$ cat src/rtl/crd_drop_pkg.sv
// Shared token encoding, FSM states and token classifiers for crd_drop_unit.
package crd_drop_pkg;

  localparam int TOKEN_W  = 17;
  localparam int CTRL_BIT = 16;
  localparam logic [TOKEN_W-1:0] DONE_TOKEN = 17'h10100;

  typedef logic [TOKEN_W-1:0] token_t;

  typedef enum logic [1:0] {
    GET_OUTER,
    SCAN_INNER,
    EMIT,
    WAIT_DONE
  } state_e;

  function automatic logic is_ctrl(input token_t t);
    return t[CTRL_BIT];
  endfunction

  function automatic logic is_done(input token_t t);
    return t == DONE_TOKEN;
  endfunction

  // Any control value other than done behaves as a stop token.
  function automatic logic is_stop(input token_t t);
    return t[CTRL_BIT] && (t != DONE_TOKEN);
  endfunction

endpackage

$ cat src/rtl/crd_drop_unit_stream_out_reg.sv
// One-entry registered output stage; reloads in the same cycle it drains for full throughput.
module stream_out_reg
  import crd_drop_pkg::*;
(
  input  logic   clk,
  input  logic   flush_i,
  input  logic   en_i,
  input  logic   gate_i,
  input  logic   load_i,
  input  token_t dat_i,
  output logic   can_load_o,
  output token_t dat_o,
  output logic   vld_o,
  input  logic   rdy_i
);

  logic   vld_q;
  token_t dat_q;
  logic   drain;

  assign drain      = en_i & vld_q & rdy_i;
  assign can_load_o = en_i & (~vld_q | rdy_i);

  always_ff @(posedge clk) begin
    if (flush_i) begin
      vld_q <= 1'b0;
      dat_q <= '0;
    end else if (load_i) begin
      vld_q <= 1'b1;
      dat_q <= dat_i;
    end else if (drain) begin
      vld_q <= 1'b0;
    end
  end

  assign vld_o = vld_q & gate_i;
  assign dat_o = dat_q;

endmodule

$ cat src/rtl/crd_drop_unit.sv
// Drops outer coordinates whose inner fiber holds only a stop token; inner stream passes through.
// Outputs are registered (1-cycle latency); an input is ready only when its target register can load.
module crd_drop_unit
  import crd_drop_pkg::*;
#(
  parameter int DATA_WIDTH = 16
) (
  input  logic                clk,
  input  logic                flush,
  input  logic                clk_en,
  input  logic                tile_en,
  input  logic [DATA_WIDTH:0] coord_in_outer,
  input  logic                coord_in_outer_valid,
  output logic                coord_in_outer_ready,
  input  logic [DATA_WIDTH:0] coord_in_inner,
  input  logic                coord_in_inner_valid,
  output logic                coord_in_inner_ready,
  output logic [DATA_WIDTH:0] coord_out_outer,
  output logic                coord_out_outer_valid,
  input  logic                coord_out_outer_ready,
  output logic [DATA_WIDTH:0] coord_out_inner,
  output logic                coord_out_inner_valid,
  input  logic                coord_out_inner_ready
);

  state_e state_q;
  token_t coord_q;
  logic   seen_q;
  logic   err_q;
  logic   err_d;

  logic   en;
  logic   ol_can;
  logic   il_can;
  logic   ol_load;
  logic   il_load;
  token_t ol_dat;
  logic   outer_rdy;
  logic   inner_rdy;
  logic   outer_fire;
  logic   inner_fire;

  assign en = clk_en & tile_en & ~flush;

  always_comb begin
    outer_rdy = 1'b0;
    inner_rdy = 1'b0;
    ol_load   = 1'b0;
    il_load   = 1'b0;
    ol_dat    = coord_in_outer;
    unique case (state_q)
      GET_OUTER: begin
        if (coord_in_outer_valid) begin
          if (is_stop(coord_in_outer)) begin
            outer_rdy = ol_can;
            ol_load   = ol_can;
          end else begin
            outer_rdy = en;
          end
        end
      end
      SCAN_INNER: begin
        if (coord_in_inner_valid && !is_done(coord_in_inner)) begin
          inner_rdy = il_can;
          il_load   = il_can;
        end
      end
      EMIT: begin
        ol_dat  = coord_q;
        ol_load = seen_q & ol_can;
      end
      WAIT_DONE: begin
        if (coord_in_inner_valid) begin
          // Done is broadcast to both outputs, so it needs both registers free.
          if (is_done(coord_in_inner)) begin
            inner_rdy = il_can & ol_can;
            ol_load   = il_can & ol_can;
            il_load   = il_can & ol_can;
            ol_dat    = DONE_TOKEN;
          end else begin
            inner_rdy = il_can;
            il_load   = il_can;
          end
        end
      end
      default: ;
    endcase
  end

  assign outer_fire = coord_in_outer_valid & outer_rdy;
  assign inner_fire = coord_in_inner_valid & inner_rdy;

  assign err_d = err_q | (en && (state_q == SCAN_INNER) && coord_in_inner_valid
                          && is_done(coord_in_inner));

  assign coord_in_outer_ready = outer_rdy;
  assign coord_in_inner_ready = inner_rdy;

  always_ff @(posedge clk) begin
    if (flush) begin
      state_q <= GET_OUTER;
      coord_q <= '0;
      seen_q  <= 1'b0;
      err_q   <= 1'b0;
    end else if (en) begin
      err_q <= err_d;
      unique case (state_q)
        GET_OUTER: begin
          if (outer_fire) begin
            if (!is_ctrl(coord_in_outer)) begin
              coord_q <= coord_in_outer;
              seen_q  <= 1'b0;
              state_q <= SCAN_INNER;
            end else if (is_done(coord_in_outer)) begin
              state_q <= WAIT_DONE;
            end
          end
        end
        SCAN_INNER: begin
          if (inner_fire) begin
            if (is_ctrl(coord_in_inner)) begin
              state_q <= EMIT;
            end else begin
              seen_q <= 1'b1;
            end
          end else if (coord_in_inner_valid && is_done(coord_in_inner)) begin
            // Done inside a fiber: leave it at the head for WAIT_DONE to forward.
            state_q <= WAIT_DONE;
          end
        end
        EMIT: begin
          if (!seen_q || ol_can) begin
            state_q <= GET_OUTER;
          end
        end
        WAIT_DONE: begin
          if (inner_fire && is_done(coord_in_inner)) begin
            state_q <= GET_OUTER;
          end
        end
        default: state_q <= GET_OUTER;
      endcase
    end
  end

  stream_out_reg u_outer_reg (
    .clk        (clk),
    .flush_i    (flush),
    .en_i       (en),
    .gate_i     (tile_en),
    .load_i     (ol_load),
    .dat_i      (ol_dat),
    .can_load_o (ol_can),
    .dat_o      (coord_out_outer),
    .vld_o      (coord_out_outer_valid),
    .rdy_i      (coord_out_outer_ready)
  );

  stream_out_reg u_inner_reg (
    .clk        (clk),
    .flush_i    (flush),
    .en_i       (en),
    .gate_i     (tile_en),
    .load_i     (il_load),
    .dat_i      (coord_in_inner),
    .can_load_o (il_can),
    .dat_o      (coord_out_inner),
    .vld_o      (coord_out_inner_valid),
    .rdy_i      (coord_out_inner_ready)
  );

endmodule

$ cat config.mk
export PLATFORM = sky130hd
export DESIGN_NAME = crd_drop_unit
export DESIGN_NICKNAME = d
export VERILOG_FILES = /design/src/rtl/crd_drop_pkg.sv /design/src/rtl/crd_drop_unit_stream_out_reg.sv /design/src/rtl/crd_drop_unit.sv
export SDC_FILE = /design/constraint.sdc
export NUM_CORES = 1
export LEC_CHECK = 0
export CAP_MARGIN = 30
export CORE_MARGIN = 1.5
export CORE_UTILIZATION = 47
export DETAILED_ROUTE_END_ITERATION = 16
export PLACE_DENSITY = 0.81
export RECOVER_POWER = 50
export SLEW_MARGIN = 20
export SYNTH_ARGS = -nofsm -noshare
export SYNTH_HDL_FRONTEND = slang
export SYNTH_SLANG_ARGS = --single-unit
$ cat constraint.sdc
create_clock -name clk -period 3.5 [get_ports clk]
set_input_delay 0.525 -clock clk [delete_from_list [all_inputs] [get_ports clk]]
set_output_delay 0.525 -clock clk [all_outputs]
set_load 0.05 [all_outputs]
==> impl_metrics.env <==
export IMPL_outcome="complete, no violations"
export IMPL_maxSlewViolCount=0
export IMPL_grt_usage_pct=22.76
export IMPL_vias=2407
export IMPL_wirelength_um=6573
export IMPL_cts_resized=0
export IMPL_drt_iter0_markers=187
export IMPL_async_reset_ff_share_pct=0
export IMPL_yosysSeqAreaShare_pct=43.56
export IMPL_start_util_pct=49.17
export IMPL_crit_type="primary input to register"
export IMPL_tritoncts="done"
export IMPL_cts_sinks=55
export IMPL_ant_nets=0
export IMPL_synth_seq_cells=55
export IMPL_portBuffers=79
export IMPL_grt_max_degree=40
export IMPL_firstDrtPassIters=4
export IMPL_synth_area_per_cell_sq_um=8.931
export IMPL_synth_area_sq_mm=0.002527
export IMPL_period_minus_slack_ns=2.842
export IMPL_synth_ff_type="dfxtp_1"
export IMPL_final_cell_area_sq_mm=0.003472
export IMPL_clkTransAtPathRegs_ns=0.09
export IMPL_vdd_drop_max_mv=0.2960
export IMPL_fin_util_pct=67.55
export IMPL_synth_most_common_cell="dfxtp_1"
export IMPL_die_w_um=76.33
export IMPL_tns_ns=0
export IMPL_floorplan_rows=26
export IMPL_synth_top_cell_by_area="dfxtp_1"
export IMPL_globalplace_congestion=0.8880
export IMPL_place_area_sq_mm=0.003386
export IMPL_syn_to_final_growth_pct=37.38
export IMPL_groute_layer_met3_usage_pct=7.665
export IMPL_synth_cell_types=45
export IMPL_grt_util_met2_pct=38.30
export IMPL_fin_skew_ns=0.009303
export IMPL_required_ns=3.70
export IMPL_finalHoldViolations=0
export IMPL_setup_viol=0
export IMPL_layout_drive_gt1_share_pct=6.780
export IMPL_core_sq_mm=0.005140
export IMPL_synth_edf_count=0
export IMPL_powerDensity_mw_per_mm2=337.5
export IMPL_grt_ovfl_total=0
export IMPL_total_power_w=0.001172
export IMPL_synth_nets=325
export IMPL_clock_fmax_ghz=0.3519
export IMPL_drv_cap=0
export IMPL_nNetsFinal=395
export IMPL_die_area_sq_mm=0.005826
export IMPL_worstPathCellList="dlygate4sd3_1, and3b_1, nand4_1, nor2_2, clkbuf_1, mux2i_1, nor2_1"
export IMPL_critPathMaxFanout=16
export IMPL_crit_slowest_cell="clkbuf_1"
export IMPL_gr_usage_met1_pct=27.17
export IMPL_hold_class="register to register"
export IMPL_die_h_um=76.33
export IMPL_drcViolationCount=0
export IMPL_relSlewSlack_pct=21.83
export IMPL_vias_per_cell=5.677
export IMPL_synth_top_area_share_pct=43.56
export IMPL_synthCells=283
export IMPL_first_global_vias=2308
export IMPL_max_stage_delay_ns=0.87
export IMPL_numCtsBuffers=5
export IMPL_end_kind="register"
export IMPL_rsz0062_at_grt="false"
export IMPL_yosys_top_cells_area="dfxtp_1 (44%), mux2i_1 (13%), nor2_1 (5.6%)"
export IMPL_worstSkewPairLatency_ns=0.32
export IMPL_dpl_hpwl_um=4612
export IMPL_grt_pass1_wl_um=10810
export IMPL_post_cts_buffers=0
export IMPL_wl_per_cell_um=15.50
export IMPL_p_leak_nw=1.426
export IMPL_fin_crit_sh_pct=81.20
export IMPL_ctsHoldBuffers=0
export IMPL_worst_ep_arrival_time_ns=3.04
export IMPL_cts_root_buf="clkbuf_8"
export IMPL_worst_slew_pin_slew_ns=1.173
export IMPL_ctsLongestPathBuffers=2
export IMPL_antenna_found_initial=0
export IMPL_num_io_pins=80
export IMPL_diodes=0
export IMPL_startpoint_type="primary input"
export IMPL_h_tree_depth=2
export IMPL_synth_warnings=0
export IMPL_yosys_top_cells_count="dfxtp_1 (55), nor2_1 (38), mux2i_1 (33), nand2_1 (24), o21ai_0 (17)"
export IMPL_top_usage_layer="met2"
==> layout make-up <==
class,count,area [sq um]
multi-input cells,197,1300
clock buffers,6,72.57
inverters,7,26.28
flip-flops and latches,55,1101
clock inverters,2,17.52
repair buffers,87,867.1
fillers,438,1668
well taps,70,87.58
==> worst max-delay path: cells and delay by family <==
family / cells / cell delay (ns)
buffers and inverters: 2 / 1.45
muxes: 1 / 0.29
and+or+nand+nor: 4 / 0.76
==> path summary, 6_finish.rpt <==
kind	from	endpoint	slack [ns]	cells after the start
min reg2reg	u_outer_reg.dat_o[8]$_SDFFE_PP0P_	u_outer_reg.dat_o[8]$_SDFFE_PP0P_	0.46	2
max reg2reg	state_q[1]$_SDFFE_PP0P_	coord_q[9]$_SDFFE_PP0P_	0.85	6
max	tile_en	coord_q[9]$_SDFFE_PP0P_	0.66	7
min	u_outer_reg.dat_o[8]$_SDFFE_PP0P_	u_outer_reg.dat_o[8]$_SDFFE_PP0P_	0.46	2
==> per-layer routing <==
metal / part of all wire (%) / routed length, um
met3: 9.3 / 610
met2: 49 / 3201
met4: 1.5 / 97
met5: 0 / 0
met1: 41 / 2664
==> state kept, by name (all words and copies together) (netlist names) <==
register,flops
u_outer_reg.dat_o,17
u_inner_reg.dat_o,17
u_inner_reg.vld_q,1
u_outer_reg.vld_q,1
seen_q,1
coord_q,16
state_q,2
==> cells by family after synthesis <==
logic type,after synthesis,synth area share [%]
simple gates,97,19.11
compound gates,67,18.22
flops,55,43.56
mux,33,13.07
buf+inv,31,6.039
==> cells in the final DEF (no fill, tap or decap), types with 2 or more instances in the layout <==
master	instances
nor4_1	4
mux2i_1	33
nor4b_1	2
clkinv_4	2
inv_1	6
buf_12	2
nand2b_1	4
clkbuf_8	5
o21a_1	2
or3_1	2
o41ai_1	15
buf_4	7
and2_1	3
dlygate4sd3_1	35
nand4_1	5
a21oi_1	5
nand2_1	24
and4_1	3
a31oi_1	16
clkbuf_1	2
clkdlybuf4s50_1	42
dfxtp_1	55
nor2_1	38
o21ai_0	17
==> where the power goes <==
group          internal, W  total [W]  switching [W]
logic            0.0000795   0.000174      0.0000942
registers         0.000636   0.000645     0.00000920
clock network     0.000144   0.000353       0.000209
total             0.000860    0.00117       0.000312
==> per-stage QoR <==
step	hold slack [ns]	cells	setup slack (ns)
2_1_floorplan	0.4381	283	0.9799
3_3_place_gp	0.4494	416	0.7419
3_5_place_dp	0.4581	416	0.6905
4_1_cts	0.4718	424	0.6815
5_1_grt	0.4787	424	0.4893
6_report	0.4624	424	0.6581
No activity file was read; power rests on OpenSTA's default activity.
